$ cat config.mk
export PLATFORM = sky130hd
export DESIGN_NAME = ram_port_arbiter
export DESIGN_NICKNAME = d
export VERILOG_FILES = /design/src/rtl/ram_port_arbiter.sv
export SDC_FILE = /design/constraint.sdc
export NUM_CORES = 1
export LEC_CHECK = 0
export CORE_AREA = 2 2 122 124
export DETAILED_ROUTE_END_ITERATION = 10
export DIE_AREA = 0 0 124 126
export MAX_ROUTING_LAYER = met4
export SETUP_SLACK_MARGIN = 0.2
export SLEW_MARGIN = 0
export SYNTH_ARGS = -nofsm -noshare
export SYNTH_HDL_FRONTEND = slang
export SYNTH_SLANG_ARGS = --single-unit
$ cat constraint.sdc
create_clock -name clk -period 1.85 [get_ports clk]
set_clock_uncertainty 0.05 [all_clocks]
set_input_delay 0.37 -clock clk [delete_from_list [all_inputs] [get_ports clk]]
set_output_delay 0.37 -clock clk [all_outputs]
set_load 0.01 [all_outputs]
$ cat src/rtl/ram_port_arbiter.sv
// ram_port_arbiter
// ----------------
// This block shares one single-port block RAM data port between two requesters:
//   port 0 : CPU load/store. It has fixed priority.
//   port 1 : peripheral DMA engine. A starvation guard protects it.
//
// Grant behaviour
//   - A grant is decided combinationally in the cycle the request is made.
//   - The grantee's command is muxed onto the RAM port in that same cycle.
//   - Read data and its valid strobe come back exactly one cycle later.
//   - A refused requester keeps its command held and retries.
//     Nothing is queued inside the arbiter.
//
// Optional feature (compile-time macro ARB_LOCK_EN)
//   - Adds input lock0.
//   - While lock0 is high and port 0 was granted in the previous cycle,
//     the starvation force for port 1 is suppressed.
//   - This keeps a CPU read-modify-write sequence atomic.
//
// Ports
//   clk, rst                  clock, asynchronous active-low reset
//   lock0                     (ARB_LOCK_EN only) port 0 lock request
//   reqN/weN/beN/addrN/wdataN requester N command
//   gntN                      requester N granted this cycle
//   rvalidN/rdataN            requester N read return
//                             (rdataN is 0 while rvalidN is low)
//   mem_we/mem_be/mem_addr/mem_wdata  RAM command
//   mem_rdata                 RAM read data, valid one cycle after the address
//   starve_cnt                number of consecutive cycles port 1 has been refused
module ram_port_arbiter #(
  parameter int AW       = 32,
  parameter int DW       = 32,
  parameter int MAX_WAIT = 4
) (
  input  logic            clk,
  input  logic            rst,
`ifdef ARB_LOCK_EN
  input  logic            lock0,
`endif
  input  logic            req0,
  input  logic            we0,
  input  logic [DW/8-1:0] be0,
  input  logic [AW-1:0]   addr0,
  input  logic [DW-1:0]   wdata0,
  output logic            gnt0,
  output logic            rvalid0,
  output logic [DW-1:0]   rdata0,
  input  logic            req1,
  input  logic            we1,
  input  logic [DW/8-1:0] be1,
  input  logic [AW-1:0]   addr1,
  input  logic [DW-1:0]   wdata1,
  output logic            gnt1,
  output logic            rvalid1,
  output logic [DW-1:0]   rdata1,
  output logic            mem_we,
  output logic [DW/8-1:0] mem_be,
  output logic [AW-1:0]   mem_addr,
  output logic [DW-1:0]   mem_wdata,
  input  logic [DW-1:0]   mem_rdata,
  output logic [3:0]      starve_cnt
);

  localparam logic [3:0] MAX_WAIT_C = 4'(MAX_WAIT);

  logic [3:0] starve_cnt_reg;
  logic       rd_tag0_reg;     // a port 0 read was granted last cycle
  logic       rd_tag1_reg;     // a port 1 read was granted last cycle
  logic       lock_hold;
  logic       force1;

`ifdef ARB_LOCK_EN
  logic gnt0_prev_reg;

  always_ff @(posedge clk or negedge rst) begin
    if (!rst) begin
      gnt0_prev_reg <= 1'b0;
    end else begin
      gnt0_prev_reg <= gnt0;
    end
  end

  // The lock only holds once port 0 actually owns the RAM.
  // Raising lock0 cannot steal a cycle that port 1 is being forced into.
  assign lock_hold = lock0 && gnt0_prev_reg;
`else
  assign lock_hold = 1'b0;
`endif

  // Arbitration
  assign force1 = req1 && (starve_cnt_reg >= MAX_WAIT_C) && !lock_hold;
  assign gnt1   = req1 && (!req0 || force1);
  assign gnt0   = req0 && !gnt1;

  // RAM command mux.
  // When nothing is granted, the address and write data stay on
  // port 0's values. The RAM sees no write and no byte enables.
  always_comb begin
    mem_we    = 1'b0;
    mem_be    = '0;
    mem_addr  = addr0;
    mem_wdata = wdata0;
    if (gnt1) begin
      mem_we    = we1;
      mem_be    = be1;
      mem_addr  = addr1;
      mem_wdata = wdata1;
    end else if (gnt0) begin
      mem_we    = we0;
      mem_be    = be0;
    end
  end

  // Read-return tags and the starvation counter
  always_ff @(posedge clk or negedge rst) begin
    if (!rst) begin
      rd_tag0_reg    <= 1'b0;
      rd_tag1_reg    <= 1'b0;
      starve_cnt_reg <= 4'd0;
    end else begin
      rd_tag0_reg <= gnt0 && !we0;
      rd_tag1_reg <= gnt1 && !we1;
      if (!req1 || gnt1) begin
        starve_cnt_reg <= 4'd0;
      end else if (starve_cnt_reg != 4'hF) begin
        starve_cnt_reg <= starve_cnt_reg + 4'd1;
      end
    end
  end

  assign rvalid0    = rd_tag0_reg;
  assign rvalid1    = rd_tag1_reg;
  assign rdata0     = rd_tag0_reg ? mem_rdata : '0;
  assign rdata1     = rd_tag1_reg ? mem_rdata : '0;
  assign starve_cnt = starve_cnt_reg;

endmodule

==> results.cfg, run 1 <==
[setup_path]
startpoint_type = flop
required_ns = 1.43
cp_data_arrival_time_ns = 1.76
path_class = flop to output port
worst-r2r-cell-count = 5
cp-endpoint = mem_addr[10]
startpoint = starve_cnt[2]
reg2reg_slack_ns = 0.38
cp_max_fo = 6
endpoint_kind = output port
reg2reg_from = starve_cnt[2]
rr_endpoint = starve_cnt[1]

[floorplanning]
rows = 44
die_h_um = 126
dieArea_mm2 = 0.0156
start_util = 0.116
fp.dieW_um = 124
io_pins = 315
coreArea_mm2 = 0.0143

[yosys]
yosys.area.top_type = mux2_4
synthTopCellsByCount = and2_1, mux2_4, mux2_2
synth_top_area_frac = 0.352
synth.cell_area_mm2 = 0.00166
synth-edff-count = 0
yosysMostFrequentCell = and2_1
synthArstFlopShare = 1.00
yosys_register_bits = 6
synth.area.top_cells = mux2_4, and2_1, mux2_2
synth.avg_cell_area_um2 = 9.77
syn_inst = 170
ys_types = 20
seq_area_frac_synth = 0.0904
ys.flop_type = dfrtp_1
synth_nets = 345
yosysWarnings = 0

[job]
maxCapViolations = 0

[pwr]
total_leakage_power_uw = 0.00270
peakVddDrop_uv = 346
p_per_area_mw_per_mm2 = 336

[detailed_routing]
dr_total_vias = 2702
ant_nets = 0
via_per_inst = 3.82
first_iter_violations = 46
first_pass_iters = 4
drt_wl_total_um = 11400
wl_per_cell_um = 16.1
drcViolationCount = 0

[timing]
setup_slack_ns = -0.332
slew_viol_final = 0
finalCritPeriodShare = 1.18
min_period_ns = 2.18
rsz0062_at_grt = true
fmaxAchievable_mhz = 458
hold_viol = 0
fin_worst_hold_slack_ns = 0.345
report.final.setup_viol = 70

[clock_network]
clkSinkCount = 6
cts_root_buffer = clkbuf_16
clk_path_buf_depth = 2
ctsHoldBuffers = 0
clock_latency_ns = 0.23
cts_tree = built
cts_buffers = 3
htreeDepth = 1
clkTransAtPathRegs_ns = 0.04

[global_routing]
grt_usage = 0.129
grt_pass1_wl_um = 15000
grt_start_max_net_pins = 34
grt_antenna_before_repair = 0
grt_pass1_vias = 2865
overflow = 0

[final_layout]
final_nets = 701
antenna_cells = 0
largest_reg_flops = 4
drive_above_1_share = 0.502
syn_to_final_growth_pct = 232
design_area_mm2 = 0.00552

[placed_design]
place_area_mm2 = 0.00512
port-buffer-count = 314
place.gp.congestion = 0.759
dp_hpwl_um = 8710

[run_status]
status = finished, violations left
failed_checks = negative setup slack

[min_path]
hold_path_class = primary input to asynchronous set/reset pin
-- layout by cell type (no fill, tap or decap), types with 5 or more instances in the layout --
cell / n
and2_1: 63
buf_12: 5
buf_2: 48
buf_4: 11
buf_6: 83
clkbuf_16: 8
clkbuf_2: 27
clkdlybuf4s50_1: 172
dlygate4sd2_1: 5
mux2_2: 9
mux2_4: 56
-- worst min-delay path by stage --
| stage | end | slack [ns] | cells past startpoint |
|---|---|---|---|
| 2_1_floorplan | rvalid0 | 0.02 | 0 |
| 3_3_place_gp | starve_cnt[2] | 0.57 | 2 |
| 3_5_place_dp | starve_cnt[2] | 0.58 | 2 |
| 4_1_cts | starve_cnt[0] | 0.36 | 1 |
| 5_1_grt | starve_cnt[3] | 0.36 | 1 |
| 6_report | rvalid0 | 0.34 | 1 |
-- logic make-up (layout without fill, tap and decap cells) --
logic type               count (synthesis)  count (layout)  synth area share
AO/OA/AOI/OAI                            7               8            0.0331
XOR/XNOR                                 1               1           0.00527
adder cells (fa/ha/maj)                  1               1           0.00753
buffers and inverters                   15             368            0.0587
flip-flops                               6               6            0.0904
multiplexers                            65              65             0.529
other                                    1               1           0.00226
AND/OR/NAND/NOR                         74              74             0.274
-- stage by stage --
step	std cells	power [uW]	utilization	setup slack [ns]	TNS [ns]
floorplan	170	554	-	0.115	0
finish	708	1860	0.386	-0.332	-17.01
detailed placement	671	1360	0.358	-0.799	-56.55
global placement	671	1350	0.358	-0.783	-54.77
global route	708	1950	0.386	-0.412	-22.12
CTS	699	1780	0.371	-0.335	-16.75
-- critical path, cell delays in order, from the launching register on --
cell	delay [ns]
dfrtp_1	0.40
nor2_4	0.17
a21bo_4	0.18
buf_6	0.12
buf_8	0.12
buf_6	0.10
mux2_4	0.30
buf_6	0.13
-- layout make-up --
class                           count  area, um2
Clock buffer                        3       75.1
Tap cell                          184        230
Sequential cell                     6        153
Inverter                            1       8.76
Fill cell                        1449       8790
Timing Repair Buffer              364       3530
Multi-Input combinational cell    150       1520
-- where the power goes --
group | internal (uW) | leakage [uW] | switching [uW]
Combinational | 927 | 0.00259 | 433
Clock | 278 | 0.0000370 | 74.8
Sequential | 138 | 0.0000763 | 7.54
-- metal layers --
metal	track usage	share of wire	vias to the layer above	wire length, um
li1	-	-	1301	-
met1	0.126	0.36	1238	4050
met2	0.267	0.57	155	6490
met3	0.0149	0.067	8	758
met4	0.0185	0.0083	0	94
met5	-	0	-	0
-- what timing repair did --
item,in CTS,in global routing
setup endpoints to repair,137,102
resized for setup,548,112
pin swaps,4,9
setup buffers,20,3
gates cloned,5,6
Power figures use the tool's default switching activity.
==> run 2: changes to the inputs <==
SETUP_SLACK_MARGIN = 0.4   (was 0.2)
==> run 2 against run 1 <==
Effect of this change:
- first-iteration DRC count down 26%
- die area unchanged
- the flow still finishes with violations (negative setup slack)
- worst setup slack worse by 0.14 ns
==> results.cfg, run 2 (synthesized netlist as in run 1, its figures left out) <==
[global_routing]
grt_antenna_before_repair = 0
grt_pass1_vias = 3145
grt_usage = 0.152
grt_pass1_wl_um = 17300
overflow = 0
grt_start_max_net_pins = 16

[placed_design]
pre_cts_ws_ns = -0.774
dp_hpwl_um = 9070
place_area_mm2 = 0.00510
port-buffer-count = 314
place.gp.congestion = 0.828

[setup_path]
cpMaxStageDelayCell = dfrtp_1
critPathMaxStageDelay_ns = 0.37
cp_max_fo = 7
startpoint_type = flop
path_class = flop to output port
cp_data_arrival_time_ns = 1.90
required_ns = 1.43
cpLargestDelayFamily = buffers and inverters
cp_num_buf_inv = 6
endpoint_kind = output port
path_cells = nor2_2 > a21bo_4 > buf_6 > buf_12 > buf_6 > buf_6 > buf_6 > mux2_4 > buf_6
cp_common_cell = buf_6

[final_layout]
syn_to_final_growth_pct = 296
largest_reg_flops = 4
final_nets = 735
regArea_um2 = 153
design_area_mm2 = 0.00658
final_core_util = 0.460
fillerInstances = 1291
multiInputGateArea_mm2 = 0.00171
drive_above_1_share = 0.654
final_cell_mix = buf_6, clkdlybuf4s50_1, and2_4, mux2_4, buf_4
antenna_cells = 0
layout_commonest_cell = buf_6

[detailed_routing]
dr_total_vias = 2915
first_pass_iters = 5
wl_per_cell_um = 17.3
via_per_inst = 3.93
drcViolationCount = 0
drt_wl_total_um = 12900
first_iter_violations = 34
ant_nets = 0

[pwr]
cell_internal_pwr_uw = 1550
p_per_area_mw_per_mm2 = 324
p_clk_frac = 0.162
peakVddDrop_uv = 332
swShare = 0.275
p_comb_frac = 0.771
power.switching_uw = 585
p_total_uw = 2130
seqPwrFrac = 0.067
total_leakage_power_uw = 0.00313

[timing]
slew_viol_final = 0
final.setup.tns_ns = -22.95
finalCritPeriodShare = 1.26
rsz0062_at_grt = true
hold_viol = 0
setup_slack_ns = -0.472
min_period_ns = 2.32
report.final.setup_viol = 71
fmaxAchievable_mhz = 431

[clock_network]
cts_root_buffer = clkbuf_16
clkSinkCount = 6
clk_path_buf_depth = 2
htreeDepth = 1
cts_tree = built
clock_latency_ns = 0.23
cts_buffers = 3
clkTransAtPathRegs_ns = 0.03

[min_path]
hold_path_class = primary input to asynchronous set/reset pin

[job]
maxCapViolations = 0

[floorplanning]
rows = 44
start_util = 0.116
fp.dieW_um = 124
die_h_um = 126
io_pins = 315
coreArea_mm2 = 0.0143
dieArea_mm2 = 0.0156

[run_status]
failed_checks = negative setup slack
status = finished, violations left
## run 2: changes by cell type in the layout (fill, tap and decap cells not counted), moves of 5 or more
| cell | change |
|---|---|
| and2_1 | -61 |
| and2_4 | +61 |
| buf_16 | +8 |
| buf_2 | -41 |
| buf_6 | +94 |
| clkbuf_2 | -26 |
| mux2_2 | -5 |
| mux2_4 | +5 |
## run 2: layout make-up
cell class	count	area share
clock buffer	3	0.0114
inverter	1	0.000951
multi-input combinational	149	0.260
sequential	6	0.0232
tap	184	0.0350
timing repair buffer	399	0.670
## run 2: worst paths after layout
kind | startpoint | end | slack [ns] | cells past startpoint
worst max-delay path | starve_cnt[3] | mem_wdata[30] | -0.47 | 9
worst min-delay path | rst | starve_cnt[2] | 0.35 | 1
worst max register to register | starve_cnt[3] | starve_cnt[1] | 0.41 | 6
worst min register to register | starve_cnt[2] | starve_cnt[2] | 0.60 | 2
max in group asynchronous | rst | rvalid1 | 1.15 | 1
min in group clk | starve_cnt[2] | starve_cnt[2] | 0.60 | 2
## run 2: routing by layer
layer	global-route usage	share of wire
met1	0.144	0.34
met5	-	0
met3	0.0317	0.079
met4	0.0344	0.018
met2	0.304	0.57
## run 2: worst reg2reg max path: stages (launching register included)
cell and delay, ns:
dfrtp_1 0.39, buf_6 0.13, buf_6 0.12, buf_6 0.12
nand3_4 0.06, mux2_4 0.30, and3_4 0.17
## run 2: power by group through the flow
| stage | Combinational [uW] | Clock (uW) | Sequential [uW] |
|---|---|---|---|
| floorplan | 409 | 0 | 146 |
| finish | 1640 | 345 | 143 |
| CTS | 1530 | 348 | 143 |
| global route | 1730 | 358 | 144 |
| detailed placement | 1230 | 0 | 143 |
| global placement | 1220 | 0 | 143 |
## run 2: repair_timing
action | 4_1_cts | 5_1_grt
resized for setup | 745 | 131
pin swaps | 14 | 18
hold buffers | 0 | 0
setup endpoints to repair | 144 | 139
gates cloned | 11 | 1
buffers inserted | 47 | 11
## run 2: stage by stage
step	cells	hold WS (ns)
after global placement	669	0.575
after global routing	742	0.375
final	742	0.353
after CTS	730	0.360
after floorplan	170	0.0244
after detailed placement	669	0.594
==> run 3: changes to the inputs <==
--- a/config.mk
+++ b/config.mk
@@ -6,5 +6,5 @@
 export NUM_CORES = 1
 export LEC_CHECK = 0
-export CORE_AREA = 2 2 122 124
+export CORE_AREA = 5 5 119 121
 export DETAILED_ROUTE_END_ITERATION = 10
 export DIE_AREA = 0 0 124 126
==> constraint.sdc (replaced) <==
create_clock -name clk -period 1.85 [get_ports clk]
set_clock_uncertainty 0.05 [all_clocks]
set_input_delay 0.2775 -clock clk [delete_from_list [all_inputs] [get_ports clk]]
set_output_delay 0.2775 -clock clk [all_outputs]
set_load 0.01 [all_outputs]
==> run 3 against run 2 <==
Effect of this change:
- the flow still finishes with violations (negative setup slack)
- clock power hardly changed
- non-clock buffer count is 6 lower
- die area stayed put
- critical endpoint is now mem_wdata[15]
==> results.cfg, run 3 (synthesized netlist as in run 1, its figures left out) <==
[run_status]
status = finished, violations left
failed_checks = negative setup slack

[detailed_routing]
first_pass_iters = 4
drcViolationCount = 0
via_per_inst = 3.97
ant_nets = 0
wl_per_cell_um = 19.7
dr_total_vias = 2900
first_iter_violations = 58
drt_wl_total_um = 14400

[final_layout]
drive_above_1_share = 0.647
largest_reg_flops = 4
syn_to_final_growth_pct = 292
final_cell_mix = clkdlybuf4s50_1, buf_6, and2_4, mux2_4, buf_4
final_core_util = 0.501
final_nets = 730
layout_commonest_cell = clkdlybuf4s50_1

[clock_network]
clkTransAtPathRegs_ns = 0.03
cts_buffers = 3
clkSinkCount = 6
clock_latency_ns = 0.23
clk_path_buf_depth = 2
htreeDepth = 1
ctsHoldBuffers = 0
cts_root_buffer = clkbuf_16
cts_tree = built

[setup_path]
reg2reg_slack_ns = 0.30
startpoint_type = flop
cp_data_arrival_time_ns = 1.76
endpoint_kind = output port
required_ns = 1.52
path_class = flop to output port
cpMaxStageDelayCell = dfrtp_1
critPathMaxStageDelay_ns = 0.40
path_cells = nor2_4 > a21bo_4 > buf_12 > buf_12 > buf_6 > mux2_4 > buf_6
worst-r2r-cell-count = 8
cp_max_fo = 7

[placed_design]
port-buffer-count = 314
place.gp.congestion = 0.813
dp_hpwl_um = 10900
pre_cts_ws_ns = -0.655

[job]
maxCapViolations = 0

[floorplanning]
fp.dieW_um = 124
start_util = 0.128
die_h_um = 126
rows = 42
dieArea_mm2 = 0.0156
io_pins = 315
coreArea_mm2 = 0.0130

[global_routing]
grt_start_max_net_pins = 9
overflow = 0
grt_pass1_wl_um = 19700
grt_usage = 0.172
grt_pass1_vias = 3315
grt_antenna_before_repair = 2

[timing]
finalCritPeriodShare = 1.13
hold_viol = 0
slew_viol_final = 0
fmaxAchievable_mhz = 480
min_period_ns = 2.08
rsz0062_at_grt = true
setup_slack_ns = -0.233
report.final.setup_viol = 68
final.setup.tns_ns = -10.69

[pwr]
peakVddDrop_uv = 313
p_clk_frac = 0.164
seqPwrFrac = 0.068
p_per_area_mw_per_mm2 = 325
total_leakage_power_uw = 0.00310
p_comb_frac = 0.768
power.switching_uw = 584
cell_internal_pwr_uw = 1530
swShare = 0.276

[min_path]
hold_path_class = primary input to asynchronous set/reset pin
## run 3: cell types whose count changed in the layout (fill, tap and decap cells not counted), sizes merged
| cell | before | now |
|---|---|---|
| clkdlybuf4s15 | 4 | 0 |
| clkdlybuf4s50 | 168 | 170 |
| diode | 0 | 2 |
| dlygate4sd2 | 7 | 5 |
| a21bo | 1 | 2 |
| buf | 218 | 217 |
| clkbuf | 5 | 4 |
## run 3: final cells by class
type / instances / area, um2
well taps: 176 / 220
repair buffers: 393 / 4350
fillers: 1184 / 6470
diodes: 2 / 5.00
multi-input cells: 150 / 1700
inverters: 1 / 6.26
clock buffers: 3 / 75.1
flip-flops and latches: 6 / 153
## run 3: final timing paths
check	from	endpoint
worst max-delay path	starve_cnt[3]	mem_wdata[15]
worst min-delay path	rst	starve_cnt[0]
worst max register to register	starve_cnt[3]	starve_cnt[0]
worst min register to register	starve_cnt[2]	starve_cnt[2]
max in group asynchronous	rst	rvalid1
min in group clk	req0	starve_cnt[2]
## run 3: critical path, delay by kind of cell, from the launching register on
family / cells / cell delay (ns)
AO/OA/AOI/OAI: 1 / 0.25
buffers and inverters: 4 / 0.51
flip-flops: 1 / 0.40
multiplexers: 1 / 0.31
AND/OR/NAND/NOR: 1 / 0.06
## run 3: timing repair
item,in CTS,in global routing
pin swaps,14,13
endpoints found under the setup margin,143,141
gates resized for setup,798,78
hold endpoints to repair,0,0
gates cloned,11,0
setup buffers,50,6
## run 3: routing by layer
metal	GRT usage	up-vias	part of all wire
li1	-	1358	-
met1	0.171	1338	0.34
met2	0.339	188	0.56
met3	0.0291	16	0.073
met4	0.0406	0	0.023
met5	-	-	0
## run 3: power by group through the flow
stage | Combinational (uW) | Sequential (uW) | Clock, uW
floorplan | 408 | 146 | 0
global placement | 1230 | 143 | 0
detailed placement | 1230 | 143 | 0
CTS | 1560 | 144 | 350
global route | 1710 | 145 | 361
finish | 1620 | 144 | 348
## run 3: per-stage QoR
step / cell area (um2) / hold WS [ns] / total power (uW) / instances
2_1_floorplan: 1680 / -0.0681 / 554 / 170
3_3_place_gp: 5080 / 0.495 / 1370 / 659
3_5_place_dp: 5080 / 0.491 / 1380 / 659
4_1_cts: 6150 / 0.256 / 2050 / 723
5_1_grt: 6510 / 0.272 / 2220 / 731
6_report: 6510 / 0.250 / 2120 / 731
